<file path="config.mk">
export PLATFORM = sky130hd
export DESIGN_NAME = dcache_ctrl
export DESIGN_NICKNAME = d
export VERILOG_FILES = /design/src/rtl/dcache_ctrl.sv
export SDC_FILE = /design/constraint.sdc
export NUM_CORES = 2
export LEC_CHECK = 0
export CORE_MARGIN = 2
export CORE_UTILIZATION = 47
export CTS_CLUSTER_SIZE = 28
export DETAILED_ROUTE_END_ITERATION = 10
export GPL_TIMING_DRIVEN = 0
export PLACE_DENSITY_LB_ADDON = 0.2
export RECOVER_POWER = 50
export SYNTH_ARGS = -nofsm -noshare
export SYNTH_HDL_FRONTEND = slang
export SYNTH_SLANG_ARGS = --single-unit
</file>
<file path="constraint.sdc">
create_clock -name clock -period 21 [get_ports clock]
set_input_delay 6.3 -clock clock [delete_from_list [all_inputs] [get_ports clock]]
set_output_delay 6.3 -clock clock [all_outputs]
set_load 0.03 [all_outputs]
</file>
<file path="src/rtl/dcache_ctrl.sv">
// Direct-mapped, write-back, write-allocate L1 data cache controller.
//
// Sits between the CPU load/store stage and a block-granular data memory.
// Hits complete with zero added latency. A miss stalls the CPU, writes back
// the victim line if it is dirty, refills the line, and then replays the access.
//
// Ports:
//   clock, reset          sole clock; asynchronous active-low reset
//   cpu_ren / cpu_wen     word read / write request (both high = no request)
//   cpu_addr              word address {tag, index, offset}
//   cpu_din / cpu_dout    write data / read data (dout valid on unstalled read)
//   cpu_stall             request not yet complete; CPU holds its inputs stable
//   mem_ren / mem_wen     block read / write request to memory
//   mem_block_address     block address for the current memory request
//   mem_din / mem_dout    victim block to memory / refill block from memory
//   mem_ready / mem_done  refill data valid / write-back complete
module dcache_ctrl #(
  parameter int unsigned WORD_SIZE  = 32,
  parameter int unsigned BLOCK_SIZE = 8,
  parameter int unsigned MEM_SIZE   = 32,
  parameter int unsigned CACHE_SIZE = 4
) (
  input  logic                                            clock,
  input  logic                                            reset,
  input  logic                                            cpu_ren,
  input  logic                                            cpu_wen,
  input  logic [$clog2(MEM_SIZE)+$clog2(BLOCK_SIZE)-1:0] cpu_addr,
  input  logic [WORD_SIZE-1:0]                            cpu_din,
  output logic [WORD_SIZE-1:0]                            cpu_dout,
  output logic                                            cpu_stall,
  output logic                                            mem_ren,
  output logic                                            mem_wen,
  output logic [$clog2(MEM_SIZE)-1:0]                     mem_block_address,
  output logic [WORD_SIZE*BLOCK_SIZE-1:0]                 mem_din,
  input  logic [WORD_SIZE*BLOCK_SIZE-1:0]                 mem_dout,
  input  logic                                            mem_ready,
  input  logic                                            mem_done
);

  localparam int unsigned OffsetW = $clog2(BLOCK_SIZE);
  localparam int unsigned IndexW  = $clog2(CACHE_SIZE);
  localparam int unsigned BlkW    = $clog2(MEM_SIZE);
  localparam int unsigned TagW    = BlkW - IndexW;
  localparam int unsigned LineW   = WORD_SIZE * BLOCK_SIZE;

  localparam logic [2:0] StIdle      = 3'd0;
  localparam logic [2:0] StWriteback = 3'd1;
  localparam logic [2:0] StGapWb     = 3'd2;
  localparam logic [2:0] StAllocate  = 3'd3;
  localparam logic [2:0] StGapRf     = 3'd4;

  logic [2:0] state_q, state_d;

  // Per-line state. Only valid/dirty are reset; tags and data come up unknown
  // and are never looked at until the line has been refilled.
  logic [CACHE_SIZE-1:0] valid_q;
  logic [CACHE_SIZE-1:0] dirty_q;
  logic [TagW-1:0]       tag_q  [CACHE_SIZE];
  logic [LineW-1:0]      data_q [CACHE_SIZE];

  logic [OffsetW-1:0] offset;
  logic [IndexW-1:0]  index;
  logic [TagW-1:0]    tag_in;

  assign offset = cpu_addr[OffsetW-1:0];
  assign index  = cpu_addr[OffsetW +: IndexW];
  assign tag_in = cpu_addr[OffsetW+IndexW +: TagW];

  logic             request, read_req, write_req, idle, hit;
  logic             rd_hit, wr_hit, refill;
  logic [LineW-1:0] line_data, wr_block;
  logic [WORD_SIZE-1:0] line_words [BLOCK_SIZE];

  // Both enables high is treated as no request at all.
  assign read_req  = cpu_ren & ~cpu_wen;
  assign write_req = cpu_wen & ~cpu_ren;
  assign request   = read_req | write_req;

  assign idle      = (state_q == StIdle);
  assign line_data = data_q[index];
  assign hit       = valid_q[index] && (tag_q[index] == tag_in);

  assign rd_hit    = read_req & idle & hit;
  assign wr_hit    = write_req & idle & hit;
  assign refill    = (state_q == StAllocate) & mem_ready;

  always_comb begin
    for (int w = 0; w < BLOCK_SIZE; w++) begin
      line_words[w] = line_data[w*WORD_SIZE +: WORD_SIZE];
    end
  end

  // Line image with the addressed word replaced by the store data.
  always_comb begin
    wr_block = line_data;
    for (int w = 0; w < BLOCK_SIZE; w++) begin
      if (OffsetW'(w) == offset) begin
        wr_block[w*WORD_SIZE +: WORD_SIZE] = cpu_din;
      end
    end
  end

  assign cpu_stall = request & (~idle | ~hit);
  assign cpu_dout  = rd_hit ? line_words[offset] : '0;

  // Memory strobes depend on registered state only, so they are glitch-free
  // with respect to the CPU inputs and can never be high together.
  assign mem_wen = (state_q == StWriteback);
  assign mem_ren = (state_q == StAllocate);
  assign mem_din = mem_wen ? line_data : '0;

  always_comb begin
    mem_block_address = '0;
    if (mem_wen) begin
      mem_block_address = {tag_q[index], index};
    end else if (mem_ren) begin
      mem_block_address = {tag_in, index};
    end
  end

  always_comb begin
    state_d = state_q;
    case (state_q)
      StIdle: begin
        if (request && !hit) begin
          state_d = (valid_q[index] && dirty_q[index]) ? StWriteback : StAllocate;
        end
      end
      StWriteback: if (mem_done)  state_d = StGapWb;
      // One quiet cycle lets the memory re-arm its access delay.
      StGapWb:                    state_d = StAllocate;
      StAllocate:  if (mem_ready) state_d = StGapRf;
      // mem_ready may still be high here; it is not looked at.
      StGapRf:                    state_d = StIdle;
      default:                    state_d = StIdle;
    endcase
  end

  always_ff @(posedge clock or negedge reset) begin
    if (!reset) begin
      state_q <= StIdle;
    end else begin
      state_q <= state_d;
    end
  end

  always_ff @(posedge clock or negedge reset) begin
    if (!reset) begin
      valid_q <= '0;
      dirty_q <= '0;
    end else if (refill) begin
      valid_q[index] <= 1'b1;
      dirty_q[index] <= 1'b0;
    end else if (wr_hit) begin
      dirty_q[index] <= 1'b1;
    end
  end

  always_ff @(posedge clock) begin
    if (refill) begin
      data_q[index] <= mem_dout;
      tag_q[index]  <= tag_in;
    end else if (wr_hit) begin
      data_q[index] <= wr_block;
    end
  end

`ifndef SYNTHESIS
  always @(posedge clock) begin
    if (reset && cpu_ren && cpu_wen) begin
      $display("%m: error: cpu_ren and cpu_wen both high at %0t, request ignored", $time);
    end
  end
`endif

endmodule

</file>
== After elaboration in Yosys (flattened, before gate mapping) ==
Memory sizes are Yosys's and may differ from the RTL's.
Index checks and enable logic that the tools add are counted.
Storage, ports and cells
  input port bits: 302
  logic and storage cells: 85
  bits in writable memories: 1036
  memories kept: 2
  register bits: 11
  output and inout port bits: 296
Memories
  data_q: depth 4, bits a word 256, rd ports 1, clocked after memory_dff 0, wr ports 1, RTL line 59  | logic [LineW-1:0] data_q [CACHE_SIZE];
  tag_q: depth 4, bits a word 3, rd ports 1, clocked after memory_dff 0, wr ports 1, RTL line 58  | logic [TagW-1:0] tag_q [CACHE_SIZE];
Cells by class
  bitwise gates (word level): 20
  muxes and demuxes: 34
  eq/ne operators: 14
  order comparisons: 3
  reductions and logical operators: 9
Operator list (number)
  $mux 256: 2
  $mux 32: 11
  $bmux 32 s3: 1
  $eq 3x3->1 const A: 4
  $pmux 3 s4: 1
  $mux 5: 2
  $mux 3: 3
  $and 1x1->1: 8
  $mux 1: 8
  $mux 4: 2
  $or 4x4->4: 2
  $eq 2x3->1 const A: 2
  $eq 3x2->1 const B: 2
  $logic_not 3->1: 2
  $ne 2x1->1 const B: 3
  $and 4x4->4: 1
  $bmux 1 s2: 2
  $ge 4x4->1 const B: 1
  $logic_and 1x1->1: 4
  $not 1->1: 4
  $not 3->4: 1
  $not 4->4: 1
  $eq 1x3->1 const A: 1
  $eq 3x1->1 const B: 1
  other kinds (9): 11

== Depth between registers and ports, before layout ==
  depth in word-level cells: 8
  gate-level depth with buffers: 12
  depth with buffers taken out: 6

== Worst setup path after synthesis ==
OpenSTA, ideal clock, no wires.
  path kind: input-to-reg
  from: input port cpu_addr[3]
  to: memory data_q[0][0] (netlist bit) (enable)
  required time: 19.814 ns
  stages: 6
  arrival time: 24.951 ns
  setup slack: -5.137 ns
  buffers on the path: 1
  cells stage by stage: buf_4 -> mux4_2 -> xor2_1 -> nor4_2 -> a21oi_1 -> nor3_1
On the way
  longest elaborated chain between the ends: 8
RTL lines
  start, declared: RTL line 27  | input logic [$clog2(MEM_SIZE)+$clog2(BLOCK_SIZE)-1:0] cpu_addr,
  $mem_v2 4x3 or $bmux 1 s2 (tied branches)
  $eq 3x3->1 or $mux 1 (tied branches): RTL line 81  | assign hit = valid_q[index] && (tag_q[index] == tag_in);
  $logic_and 1x1->1: RTL line 81
  $and 1x1->1: RTL line 84  | assign wr_hit = write_req & idle & hit;
  $mux 1: RTL line 163  | end else if (wr_hit) begin
  $mux 1: RTL line 160  | if (refill) begin
  $mux 1 (not written as such): RTL line 164  | data_q[index] <= wr_block;
  $or 1x1->1 (no line)
  end, declared: RTL line 59
Several ways; a longest one is shown, not always the timed one. The select of a mux whose other input is x is not followed.

== Worst setup path after layout ==
  from: input port cpu_addr[4]
  to: output port cpu_dout[16]
On the way
  longest elaborated chain between the ends: 5
RTL lines
  $mem_v2 4x256, or another cell as far along
  $bmux 32 s3, or another cell as far along: RTL line 104  | assign cpu_dout = rd_hit ? line_words[offset] : '0;
  $mux 32 (not written as such) or $logic_and 1x1->1 (tied branches): RTL line 104, 81
  $mux 32 (not written as such) or $and 1x1->1 (tied branches): RTL line 104, 83
  $mux 32 *: RTL line 104
  end, declared: RTL line 29  | output logic [WORD_SIZE-1:0] cpu_dout,
Mark *: on every way between the ends. The rest lies on a longest branch, timed or not. The select of a mux whose other input is x is not followed.

==> reports/qor.yml <==
status: "finished with violations"
violations: "capacitance limit, slew limit"
die_w_um: 322.4
grt_setup_unrepaired: "no"
async_flop_share_pct: 1.051
critical_path_class: "in2out"
syn_area_per_cell_um2: 15.65
core_area_um2: 100300
vias_per_cell: 6.665
worstMarginPinSlew_ns: 2.212
routedWlPerCell_um: 39.64
seq_area_frac_synth_pct: 65.88
p_per_area_nw_per_um2: 100.1
placed_cell_area_um2: 56320
clockRootBuffer: "clkbuf_16"
rrSetupSlack_ns: 14.81
yosysWarnings: 0
synth_edf_count: 1036
track_usage_pct: 39.41
drt_iter0_markers: 7224
clk_pin_slew_ns: 0.06
cts_tree: "yes"
layout-drive-gt1-share_pct: 13.46
dieArea_um2: 103900
place.gp.congestion: 0.9995
overflow: 0
dp_cells: 5027
stdcell_count: 5234
area_delta_synth_final_pct: 23.94
period_needed_ns: 19.65
final_cell_mix: "1036 x edfxtp_1, 563 x clkdlybuf4s50_1, 306 x mux2i_1"
fin_crit_sh_pct: 93.59
grt_pass1_wl_mm: 273.3
synth.area.top_cells: "edfxtp_1 65%, mux4_2 12%, mux2i_1 6.4%"
arrival_ns: 13.35
timing.slew.headroom_pct: -48.01
clk_latency_ns: 0.70
synthDistinctLibCells: 52
fin_worst_skew_ns: 0.03370
slew_violations: 300
max_freq_mhz: 50.88
grt_start_max_net_pins: 29
fin_util_pct: 58.88
num-nets-final: 4084
synthesis.nets: 3349
hold_viol: 0
cp-start-kind: "input pin"
hold_buffers: 0
cp-end-kind: "primary output"
ios: 598
syn_inst: 3045
required_ns: 14.70
setup_viol: 0
rows: 116
clock-sinks: 1047
vias: 34890
first_pass_iters: 6
design_area_um2: 59050
worst_slack_ns: 1.346
netlist_area_um2: 47640
start_util_pct: 47.50
max-vdd-ir-drop_v: 0.00006572
drc: 0
holdWs_ns: 0.4630
synth_seq_cells: 1047
final_antenna_net_count: 0
place_ws_ns: 2.995
hold_class: "reg2reg"
max-clock-path-buffers: 3
cts_resized: 0
cp_max_fo: 11
multi_input_area_um2: 15090
yosysTopAreaCell: "edfxtp_1"
seqCellArea_um2: 31390
htree_num_levels: 3
synth_top_area_share_pct: 65.30
num-fill-cells: 7891
post_cts_buffers: 0
dp_hpwl_mm: 151.8
antenna_found_initial: 17
die_y_um: 322.4
grt_pass1_vias: 33070
power_leakage_nw: 21.09
port_buffers: 569
ys.flop_type: "edfxtp_1"
numCtsBuffers: 106
maxCapViolCount: 20
wirelength_mm: 207.5
final_common_cell: "edfxtp_1"
[stage by stage]
stage	TNS, ns	total power, mW
finish	0	5.911
global route	0	5.995
CTS	0	5.869
detailed placement	0	4.087
global placement	-8542.31	4.129
floorplan	0	3.295
[synth_stat cells (all sizes together), types with 5 or more instances]
master   number
a22o          5
inv          14
and2        242
a211o         5
and3          6
buf         131
nor2         75
a21oi        47
nand3        11
o221ai        9
o2111ai       5
a31oi         5
nor2b        13
a211oi       31
mux2         40
nor3         10
a22oi        12
o22ai        53
edfxtp     1036
nand2       284
o21ai       263
o311ai        5
nand2b        9
or4          11
mux4        246
dfrtp        11
mux2i       306
clkbuf      120
[worst max-delay path, stage by stage]
cell	delay [ns]
clkbuf_1	0.95
clkbuf_1	0.84
clkbuf_1	0.96
clkbuf_1	1.00
buf_2	0.60
mux2i_1	0.19
a211oi_1	0.91
o221ai_1	0.41
a21oi_1	0.37
clkdlybuf4s50_1	0.74
[per-layer routing]
metal  global-route usage, %  wire, um  vias up
met4                   23.99     16070        8
met3                   13.35     31470      664
met2                   58.98     91150     3298
met1                   49.76     68740    17530
met5                       0        57        -
li1                        -         -    13380
[flip-flops by register name (all words and copies together), names as in the netlist, named ones only]
name,cells
data_q,1024
tag_q,12
state_q,3
valid_q,4
[kinds of logic after synthesis]
family                   after synthesis  share of synthesized area, %
XOR/XNOR                               3                       0.05516
adder cells (fa/ha/maj)                2                       0.05252
buffers and inverters                265                         2.424
AO/OA/AOI/OAI                        453                         5.460
flip-flops                          1047                         65.88
multiplexers                         592                         19.02
AND/OR/NAND/NOR                      683                         7.112
[worst paths after layout]
kind,start,cells after the start,endpoint
max,cpu_addr[4],10,cpu_dout[16]
max in group asynchronous,reset,1,valid_q[3]
min,valid_q[0],1,valid_q[0]
max reg2reg,tag_q[2][1],8,data_q[1][133]
min in group asynchronous,reset,1,state_q[1]
min reg2reg,valid_q[0],1,valid_q[0]
[cell type report]
type / instances / share of cell area (%)
inverters: 14 / 0.08899
diodes: 13 / 0.05509
clock buffers: 136 / 4.719
multi-input cells: 1733 / 25.55
flip-flops and latches: 1047 / 53.15
clock inverters: 56 / 0.8243
repair buffers: 627 / 10.97
well taps: 1357 / 2.875
plain buffers: 251 / 1.765
[power by group]
group / internal (mW) / switching, mW / total [mW] / leakage, nW
combinational: 0.540 / 1.09 / 1.63 / 10.0
sequential: 2.42 / 0.0262 / 2.45 / 9.48
clock: 1.02 / 0.815 / 1.83 / 1.59
total: 3.98 / 1.93 / 5.91 / 21.1
No activity file was read; power rests on OpenSTA's default activity.
